--- config.mk ---
export PLATFORM = sky130hd
export DESIGN_NAME = uart_transmitter
export DESIGN_NICKNAME = d
export VERILOG_FILES = /design/src/rtl/uart_pkg.sv /design/src/rtl/uart_transmitter_serializer.sv /design/src/rtl/uart_transmitter.sv
export SDC_FILE = /design/constraint.sdc
export NUM_CORES = 1
export LEC_CHECK = 0
export ABC_AREA = 1
export ABC_CLOCK_PERIOD_IN_PS = 3500
export CAP_MARGIN = 30
export CORE_MARGIN = 2
export CORE_UTILIZATION = 55
export DETAILED_ROUTE_END_ITERATION = 8
export PLACE_DENSITY = 0.78
export SETUP_SLACK_MARGIN = 0.3
export SYNTH_ARGS = -nofsm -noshare
export SYNTH_HDL_FRONTEND = slang
export SYNTH_SLANG_ARGS = --single-unit
export TNS_END_PERCENT = 100
--- constraint.sdc ---
create_clock -name i_clk -period 3.5 [get_ports i_clk]
set_input_delay 1.05 -clock i_clk [delete_from_list [all_inputs] [get_ports i_clk]]
set_output_delay 1.05 -clock i_clk [all_outputs]
set_load 0.01 [all_outputs]
--- src/rtl/uart_pkg.sv ---
// Shared UART definitions: TX/RX state encoding and parity selection constants.
// Imported by both the transmitter and the receiver.
package uart_pkg;

    localparam int STATE_W = 3;

    typedef enum logic [STATE_W-1:0] {
        ST_IDLE   = 3'd0,
        ST_START  = 3'd1,
        ST_DATA   = 3'd2,
        ST_PARITY = 3'd3,
        ST_STOP   = 3'd4
    } tx_state_t;

    localparam logic PARITY_EVEN = 1'b0;
    localparam logic PARITY_ODD  = 1'b1;

endpackage

--- src/rtl/uart_transmitter_serializer.sv ---
// Shift register and bit index for the UART transmitter.
// The data word goes out LSB first; last_bit flags the final data bit.
module uart_transmitter_serializer #(
    parameter int DATA_WIDTH = 8
) (
    input  logic                  i_clk,
    input  logic                  i_reset,
    input  logic                  i_load,
    input  logic                  i_shift,
    input  logic [DATA_WIDTH-1:0] i_data,
    output logic                  o_bit,
    output logic                  o_last_bit
);

    localparam int IDX_W = $clog2(DATA_WIDTH);

    logic [DATA_WIDTH-1:0] r_shift;
    logic [IDX_W-1:0]      r_index;

    // The index saturates on the last bit so it never wraps back to zero.
    always_ff @(posedge i_clk) begin
        if (i_reset) begin
            r_shift <= '0;
            r_index <= '0;
        end else if (i_load) begin
            r_shift <= i_data;
            r_index <= '0;
        end else if (i_shift) begin
            r_shift <= {1'b0, r_shift[DATA_WIDTH-1:1]};
            if (!o_last_bit) begin
                r_index <= r_index + 1'b1;
            end
        end
    end

    assign o_bit      = r_shift[0];
    assign o_last_bit = (r_index == IDX_W'(DATA_WIDTH - 1));

endmodule

--- src/rtl/uart_transmitter.sv ---
// UART transmitter: start bit, DATA_WIDTH data bits LSB first, optional parity, one stop bit.
// One bit per clock; the line and busy outputs are registered copies of the decoded state.
module uart_transmitter
    import uart_pkg::*;
#(
    parameter int DATA_WIDTH = 8
) (
    input  logic                  i_clk,
    input  logic                  i_reset,
    input  logic [DATA_WIDTH-1:0] i_parallel_data,
    input  logic                  i_data_valid,
    input  logic                  i_parity_enable,
    input  logic                  i_parity_type,
    output logic                  o_serial_data,
    output logic                  o_busy
);

    tx_state_t r_state;
    tx_state_t w_next_state;

    logic w_load;
    logic w_shift;
    logic w_bit;
    logic w_last_bit;
    logic w_line;
    logic w_busy;
    logic r_parity_enable;
    logic r_parity_bit;

    uart_transmitter_serializer #(
        .DATA_WIDTH (DATA_WIDTH)
    ) u_serializer (
        .i_clk      (i_clk),
        .i_reset    (i_reset),
        .i_load     (w_load),
        .i_shift    (w_shift),
        .i_data     (i_parallel_data),
        .o_bit      (w_bit),
        .o_last_bit (w_last_bit)
    );

    // Parity is resolved at acceptance since the shift register consumes the word.
    always_ff @(posedge i_clk) begin
        if (i_reset) begin
            r_state         <= ST_IDLE;
            o_serial_data   <= 1'b1;
            o_busy          <= 1'b0;
            r_parity_enable <= 1'b0;
            r_parity_bit    <= 1'b0;
        end else begin
            r_state       <= w_next_state;
            o_serial_data <= w_line;
            o_busy        <= w_busy;
            if (w_load) begin
                r_parity_enable <= i_parity_enable;
                r_parity_bit    <= (^i_parallel_data) ^ (i_parity_type == PARITY_ODD);
            end
        end
    end

    always_comb begin
        w_next_state = ST_IDLE;
        w_load       = 1'b0;
        w_shift      = 1'b0;
        w_line       = 1'b1;
        w_busy       = 1'b0;
        case (r_state)
            ST_IDLE: begin
                if (i_data_valid) begin
                    w_next_state = ST_START;
                    w_load       = 1'b1;
                end
            end
            ST_START: begin
                w_line       = 1'b0;
                w_busy       = 1'b1;
                w_next_state = ST_DATA;
            end
            ST_DATA: begin
                w_line       = w_bit;
                w_busy       = 1'b1;
                w_shift      = 1'b1;
                w_next_state = ST_DATA;
                if (w_last_bit) begin
                    w_next_state = r_parity_enable ? ST_PARITY : ST_STOP;
                end
            end
            ST_PARITY: begin
                w_line       = r_parity_bit;
                w_busy       = 1'b1;
                w_next_state = ST_STOP;
            end
            ST_STOP: begin
                w_line = 1'b1;
                w_busy = 1'b1;
                if (i_data_valid) begin
                    w_next_state = ST_START;
                    w_load       = 1'b1;
                end
            end
            default: begin
                w_next_state = ST_IDLE;
            end
        endcase
    end

endmodule

After elaboration in Yosys (flattened, before gate mapping)

Index checks and enable logic that the tools add are counted.

Reductions and logical operators: 7
Muxes and demuxes: 11
Eq/ne operators: 5
Bitwise operators: 2
Add/subtract/negate cells: 1

Operators by type and width:

| operator            | count |
|---|---|
| $mux 8              | 2 |
| $pmux 3 s4          | 1 |
| $reduce_xor 8->1    | 1 |
| $eq 3x2->1 const B  | 2 |
| $eq 3x3->1 const B  | 2 |
| $mux 3              | 2 |
| $mux 1              | 5 |
| $reduce_or 2->1     | 2 |
| $reduce_or 4->1     | 1 |
| $add 3x1->3 const B | 1 |
| $eq 3x1->1 const B  | 1 |
| $logic_not 3->1     | 1 |
| $pmux 1 s3          | 1 |
| $reduce_and 2->1    | 1 |
| $reduce_bool 2->1   | 1 |
| $not 1->1           | 1 |
| $xor 1x1->1         | 1 |

Input port bits: 13
Register bits: 18
Output and inout port bits: 2

Logic depth before layout (Yosys ltp)

Gate-level depths: netlist of run 1.

Word-level depth: 4
Mapped depth: 10
Gate-level depth less buffers: 10

By module

A second synthesis of run 1 with hierarchy kept.

Cell total of the unflattened synthesis: 154
Area, all modules: 1012.2 um^2

By module, submodules not included:

| module                      | seq. area each (um^2) | cells each | instances | area each (um^2) |
|---|---|---|---|---|
| uart_transmitter_serializer | 220.2                 | 83         | 1         | 573.0 |
| uart_transmitter            | 140.1                 | 71         | 1         | 439.2 |

Least setup slack after synthesis of run 1

Ideal clock, no wire load.

Path kind: in2reg
From: input port i_parallel_data[2]
To: register r_parity_bit
Library setup time: 0.070 ns
Stages: 10
Path buffers: 0
Slack: 1.868 ns
Required time: 3.430 ns
Arrival: 1.563 ns
Path through: inv_1 nand2_1 nand2_1 nand2_1 nand2_1 nand2_1 nand2_1 nand2_1 nand2_1 a21oi_1

Word-level cells in the longest chain between the ends: 2

RTL lines:

| element              | RTL line               | source |
|---|---|---|
| start, declared      | uart_transmitter.sv:10 | `input logic [DATA_WIDTH-1:0] i_parallel_data,` |
| $reduce_xor 8->1     | uart_transmitter.sv:56 | `r_parity_bit <= (^i_parallel_data) ^ (i_parity_type == PARITY_ODD);` |
| $xor 1x1->1          | uart_transmitter.sv:56 |  |
| end signal, assigned | uart_transmitter.sv:56 |  |
| end, declared        | uart_transmitter.sv:28 | `logic r_parity_bit;` |

No other way between the ends.
A chain may end at the register's enable or synchronous reset.

Worst setup path in the final report of run 1

From: register o_busy
To: output port o_busy

RTL lines:

| element                | RTL line               | source |
|---|---|---|
| start, declared        | uart_transmitter.sv:15 | `output logic o_busy` |
| start signal, assigned | uart_transmitter.sv:53 | `o_busy <= w_busy;` |

No word-level cell between the ends.

==> results of run 1 <==
registers in the layout, indices dropped and copies added (netlist names):
name                  count
o_busy                    1
r_parity_bit              1
r_parity_enable           1
u_serializer.r_index      3
u_serializer.r_shift      8
r_state                   3
o_serial_data             1
placed cells by master, fill, tap and decap left out:
| cell | synthesis | layout |
|---|---|---|
| nand2_1 | 33 | 33 |
| dfxtp_1 | 18 | 18 |
| inv_1 | 16 | 16 |
| o21ai_0 | 16 | 16 |
| clkdlybuf4s50_1 | 0 | 14 |
| nor2_1 | 12 | 12 |
| a21oi_1 | 10 | 10 |
| nand3_1 | 3 | 3 |
| clkbuf_4 | 0 | 3 |
| nand2_4 | 2 | 2 |
| inv_2 | 2 | 2 |
| o211ai_1 | 2 | 2 |
| ha_1 | 2 | 2 |
| nor2_2 | 1 | 1 |
| inv_4 | 1 | 1 |
| nand3_4 | 1 | 1 |
| a221oi_2 | 1 | 1 |
| and2_1 | 1 | 1 |
| nor3_2 | 1 | 1 |
| nor2_4 | 1 | 1 |
| or2_0 | 1 | 1 |
| a21boi_1 | 1 | 1 |
| nand4_1 | 1 | 1 |
| xor2_1 | 1 | 1 |
| o21ai_1 | 1 | 1 |
| clkbuf_8 | 0 | 1 |
per-layer routing:
metal / up-vias / GRT usage / wire length [um]
met5: - / 0 / 0
met2: 24 / 0.346 / 821
li1: 452 / - / -
met4: 0 / 0.0412 / 14
met3: 2 / 0.0720 / 120
met1: 378 / 0.238 / 821
power by group through the flow:
stage | clock, uW | sequential [uW] | combinational, uW
finish | 129 | 230 | 94.2
global route | 137 | 231 | 109
CTS | 129 | 230 | 94.7
detailed placement | 0 | 234 | 94.4
global placement | 0 | 234 | 91.2
floorplan | 0 | 233 | 63.4
cell type report:
| cell class | instances | area share |
|---|---|---|
| multi-input cells | 91 | 0.431 |
| flip-flops and latches | 18 | 0.325 |
| repair buffers | 14 | 0.127 |
| inverters | 19 | 0.0667 |
| clock buffers | 4 | 0.0328 |
| well taps | 16 | 0.0181 |
metrics by stage:
step	setup WS, ps	std cells	total power (uW)
finish	1310	162	453
global route	1270	162	477
CTS	1300	162	454
detailed placement	1190	158	329
global placement	1260	158	325
floorplan	1870	129	296
logic make-up after synthesis:
family	Yosys count	synth area share
adders and majority gates	2	0.0271
xor gates and xnor gates	1	0.00950
and+or+nand+nor	57	0.293
DFF	18	0.391
AOI/OAI and AO/OA	31	0.187
buffers and inverters	20	0.0923
path summary, 6_finish.rpt:
path	cells past startpoint	to	slack [ps]
max reg2reg	6	u_serializer.r_index[0]	2150
min reg2reg	2	u_serializer.r_shift[6]	480
max	1	o_busy	1310
min	2	u_serializer.r_shift[6]	480
==> results by group, run 1 <==
Synthesis
  • Ys flop type: dfxtp_1
  • Post-synth top cells: nand2_1, dfxtp_1, inv_1, o21ai_0, nor2_1
  • Yosys top cell by area: dfxtp_1
  • Yosys cell types: 24
  • Ys async rst share: 0
  • Yosys top cell area share: 0.391
  • Syn_nets: 144
  • Post-Synthesis Mean Instance Area: 7.15 um^2
  • Syn Std Cell Area: roughly 920 um^2
  • Cell count after synthesis: between 100 and 150
  • YS warnings: 0
  • Post-synth EDFFs: 0
  • Synth Register Bits: 18
  • Register area share after synthesis: 0.391
  • Top post-synthesis cells by area: dfxtp_1, nand2_1, o21ai_0, inv_1, a21oi_1
  • Most frequent cell after synthesis: nand2_1

Global route
  • GR Util All Layers: 0.200
  • First-pass GRT wire length: around 2.9 mm
  • Largest net degree at the start of global routing: 15
  • Number of global-route vias before repair: 743
  • Gr ovfl total: 0
  • Initial antenna violation count: 0

Pwr
  • PwrDens: 409 mW/mm^2
  • Max rail drop VDD: between 300 and 400 uV
  • Sequential Power Share: 0.508
  • Combinational share of power: 0.208
  • Clock Power Share: 0.284
  • Leak: 0.000509 uW
  • P_sw: about 130 uW
  • Switch share: 0.282
  • Internal: between 300 and 400 uW

STA
  • RSZ-0062 raised after global routing: false
  • Pins Over Slew Limit: 0
  • Hold WS: about 480 ps
  • Final hold violation count: 0
  • Sum Neg Setup Slack: 0 ps
  • Post-layout min period: ~2200 ps
  • Setup Skew: ~5.7 ps
  • Worst-Margin Slew: around 340 ps
  • Maximum achievable frequency: 0.456 GHz
  • Setup violators final: 0
  • Slew margin rel.: 0.774
  • Final Cycle Share: 0.627

Clock tree
  • Clk sinks: 18
  • CTS Buf Count: 3
  • H-tree Lvls: 1
  • Cts repair resizes: 0
  • Later-pin clock latency in the skew report: around 300 ps
  • Hold-fix buffers, CTS: 0
  • Worst-case clock buffer depth: 2
  • Worst-path clk slew: approximately 100 ps
  • Root buffer cell: clkbuf_4
  • TritonCTS clock tree: done
  • Post-CTS Setup Inserts: 0

Critical path
  • Critical-path top delay cell: clkdlybuf4s50_1
  • Worst Setup SP: o_busy
  • CP bufs+invs: 1
  • Crit path cell chain: clkdlybuf4s50_1
  • Crit path max fanout: 1
  • Crit Path Class: reg2out
  • Critical Path Source Type: register
  • Critical Path Max Stage Delay: around 530 ps
  • Required time of the critical path: roughly 2500 ps
  • Worst r2r src: u_serializer.r_index[0]
  • Setup crit end kind: output pin
  • CP Data Arrival Time: approximately 1100 ps
  • Top delay family on crit path: buffers and inverters

Die
  • Die span in x: around 45 um
  • DIE AREA: between 0.002 and 0.0025 mm^2
  • Core ar.: 0.00154 mm^2
  • Row cnt: 14
  • Num ports: 15
  • Chip height: between 40 and 50 um
  • Starting Density: 0.598

Job
  • Number of max-cap violations: 0

Min path
  • Hold wc startpoint: u_serializer.r_shift[6]
  • Min-Delay Path Class: reg2reg

Placed design
  • Port Buf Inserts: 14
  • Final Wtd Congestion: roughly 0.8
  • Post-DP HPWL: approximately 1.4 mm
  • DP Area: 0.00107 mm^2

Final layout
  • Share of post-route cells with drive strength above 1: 0.0959
  • Area delta synth->final: 20.1%
  • Final Cell Area: ~0.0011 mm^2
  • Fin nets: about 160
  • Number of fill cells in the layout: approximately 140
  • Register Area: ~360 um^2
  • Fin util: 0.718
  • Footprint of the multi-input gates: roughly 480 um^2
  • Ant. Diodes: 0

Detailed routing
  • Vias per inst: ~5.3
  • Total wire length: approximately 1.8 mm
  • Routed vias: roughly 860
  • DRT iter0 DRCs: 33
  • DRC: 0
  • DR WL/cell: between 10 and 15 um
  • Antenna-violating nets left: 0
  • DR pass1 iterations: 5

Outcome
  • Status: complete, no violations
Note: power is estimated with default switching activity, not from simulation.
==> run 2, diff against run 1 <==
--- a/config.mk
+++ b/config.mk
@@ -6,12 +6,12 @@
 export NUM_CORES = 1
 export LEC_CHECK = 0
 export ABC_AREA = 1
-export ABC_CLOCK_PERIOD_IN_PS = 3500
+export ABC_CLOCK_PERIOD_IN_PS = 2300
 export CAP_MARGIN = 30
 export CORE_MARGIN = 2
-export CORE_UTILIZATION = 55
+export CORE_UTILIZATION = 51
 export DETAILED_ROUTE_END_ITERATION = 8
-export PLACE_DENSITY = 0.78
+export PLACE_DENSITY = 0.73
 export SETUP_SLACK_MARGIN = 0.3
 export SYNTH_ARGS = -nofsm -noshare
 export SYNTH_HDL_FRONTEND = slang
==> constraint.sdc (replaced) <==
create_clock -name i_clk -period 2.3 [get_ports i_clk]
set_input_delay 0.69 -clock i_clk [delete_from_list [all_inputs] [get_ports i_clk]]
set_output_delay 0.69 -clock i_clk [all_outputs]
set_load 0.01 [all_outputs]
==> run 2 against run 1 <==
Net effect:
- flip-flop and latch count unchanged
- sequential power increased by 52%
- via count decreased by 4.9%
- critical endpoint unchanged
- power increased by 52%
==> results by group, run 2 (synthesized netlist as in run 1, its figures left out) <==
Outcome
  • Status: complete, no violations (unchanged)

Clock tree
  • Post-CTS Setup Inserts: 0 (unchanged)
  • Worst-path clk slew: 100 ps (about the same)
  • Hold-fix buffers, CTS: 0 (unchanged)
  • Later-pin clock latency in the skew report: 300 ps (about the same)
  • TritonCTS clock tree: done (unchanged)
  • H-tree Lvls: 1 (unchanged)
  • Clk sinks: 18 (unchanged)
  • Cts repair resizes: 0 (unchanged)
  • CTS Buf Count: 3 (unchanged)
  • Worst-case clock buffer depth: 2 (unchanged)
  • Root buffer cell: clkbuf_4 (unchanged)

Placed design
  • Port Buf Inserts: 14 (unchanged)
  • Final Wtd Congestion: 0.803 (was 0.804)
  • DP Area: 0.00108 mm^2 (was 0.00107 mm^2)
  • Post-DP HPWL: 1.35 mm (was 1.37 mm)
  • Place WS: 353 ps (was 1190 ps)

Detailed routing
  • Routed vias: 814 (was 856)
  • Antenna-violating nets left: 0 (unchanged)
  • DRC: 0 (unchanged)
  • DRT iter0 DRCs: 14 (was 33)
  • Total wire length: 1.76 mm (was 1.78 mm)
  • DR WL/cell: 10.3 um (was 11.0 um)
  • DR pass1 iterations: 4 (was 5)
  • Vias per inst: 4.76 (was 5.28)

Final layout
  • Area delta synth->final: 21.3% (was 20.1%)
  • Largest regs: u_serializer.r_shift: 8 flops, r_state: 3 flops, u_serializer.r_index: 3 flops (unchanged)
  • Share of post-route cells with drive strength above 1: 0.0959 (unchanged)
  • Commonest cells after routing, fill and taps aside: nand2_1, dfxtp_1, inv_1, o21ai_0, clkdlybuf4s50_1 (unchanged)
  • Ant. Diodes: 0 (unchanged)
  • Fin nets: 162 (unchanged)
  • Most common cell after layout, fill and taps aside: nand2_1 (unchanged)
  • Max FFs per register: 8 (unchanged)
  • Final Cell Area: 0.00112 mm^2 (was 0.00111 mm^2)
  • Reg with most FFs: u_serializer.r_shift (unchanged)

Critical path
  • Critical Path Max Stage Delay: 520 ps (was 530 ps)
  • Worst Setup SP: o_busy (unchanged)
  • Critical Path Source Type: register (unchanged)
  • CP bufs+invs: 1 (unchanged)
  • Crit path max fanout: 1 (unchanged)
  • Crit Path Class: reg2out (unchanged)
  • Setup crit end kind: output pin (unchanged)
  • Critical-path top delay cell: clkdlybuf4s50_1 (unchanged)
  • CP Data Arrival Time: 1130 ps (was 1140 ps)
  • Crit path cell chain: clkdlybuf4s50_1 (unchanged)
  • Worst r2r src: u_serializer.r_index[0] (unchanged)
  • Required time of the critical path: 1610 ps (was 2450 ps)
  • Top delay family on crit path: buffers and inverters (unchanged)

Pwr
  • Switch share: 0.279 (was 0.282)
  • Clock Power Share: 0.284 (about the same)
  • P_sw: 191 uW (was 128 uW)
  • Combinational share of power: 0.206 (was 0.208)
  • Max rail drop VDD: 427 uV (was 353 uV)
  • Internal: 495 uW (was 325 uW)
  • Leak: 0.000509 uW (unchanged)
  • PwrDens: 613 mW/mm^2 (was 409 mW/mm^2)
  • Sequential Power Share: 0.510 (was 0.508)

Global route
  • Gr ovfl total: 0 (unchanged)
  • Largest net degree at the start of global routing: 15 (unchanged)
  • Number of global-route vias before repair: 720 (was 743)
  • GR Util All Layers: 0.189 (was 0.200)
  • First-pass GRT wire length: 2.91 mm (was 2.95 mm)
  • Initial antenna violation count: 0 (unchanged)

STA
  • Worst-Margin Slew: 300 ps (was 336 ps)
  • Setup Skew: 5.61 ps (was 5.65 ps)
  • Final hold violation count: 0 (unchanged)
  • Final Cycle Share: 0.791
  • Slew margin rel.: 0.798 (was 0.774)
  • Setup violators final: 0 (unchanged)
  • Maximum achievable frequency: 0.550 GHz
  • Pins Over Slew Limit: 0 (unchanged)
  • Post-layout min period: ~1800 ps
  • RSZ-0062 raised after global routing: false (unchanged)
  • Sum Neg Setup Slack: 0 ps (unchanged)
  • Final worst slack: 480 ps (was 1310 ps)

Min path
  • Hold wc startpoint: u_serializer.r_shift[6] (unchanged)
  • Min-Delay Path Class: reg2reg (unchanged)

Die
  • Die span in x: 46.5 um (was 44.9 um)
  • Num ports: 15 (unchanged)
  • Starting Density: 0.540 (was 0.598)
  • Row cnt: 15 (was 14)
  • Core ar.: 0.00171 mm^2 (was 0.00154 mm^2)
  • DIE AREA: 0.00216 mm^2 (was 0.00202 mm^2)
  • Chip height: 46.5 um (was 44.9 um)

Job
  • Number of max-cap violations: 0 (unchanged)
run 2: cell counts in the layout (fill, tap and decap cells not counted):
No cell type changed its count.
run 2: cell type report:
type                       count  area (um^2)
multi-input combinational     91          477
timing repair buffer          14          140
clock buffer                   4         36.3
inverter                      19         73.8
sequential                    18          360
tap                           25         31.3
fill                         153          589
run 2: power by group through the flow:
stage | Combinational, uW | Sequential [uW] | Clock [uW]
finish | 142 | 350 | 195
CTS | 143 | 350 | 197
global placement | 140 | 357 | 0
global route | 163 | 352 | 206
detailed placement | 143 | 356 | 0
floorplan | 96.4 | 355 | 0
run 2: through the flow:
| step | cells | hold slack [ps] | total power [uW] | util |
|---|---|---|---|---|
| floorplan | 129 | 433 | 451 | - |
| global placement | 167 | 460 | 497 | 0.634 |
| detailed placement | 167 | 461 | 499 | 0.634 |
| CTS | 171 | 477 | 690 | 0.655 |
| global route | 171 | 495 | 722 | 0.655 |
| finish | 171 | 471 | 686 | 0.655 |
run 2: final timing paths:
check,depth (start not counted),end,slack [ps]
max,1,o_busy,480
min,2,u_serializer.r_shift[6],470
max reg2reg,6,u_serializer.r_index[0],950
min reg2reg,2,u_serializer.r_shift[6],470
run 2: routing by layer:
| layer | vias up | routed length [um] | track usage |
|---|---|---|---|
| li1 | 451 | - | - |
| met1 | 356 | 902 | 0.232 |
| met2 | 7 | 805 | 0.325 |
| met3 | 0 | 52 | 0.0706 |
| met4 | 0 | 0 | 0.0171 |
| met5 | - | 0 | 0 |
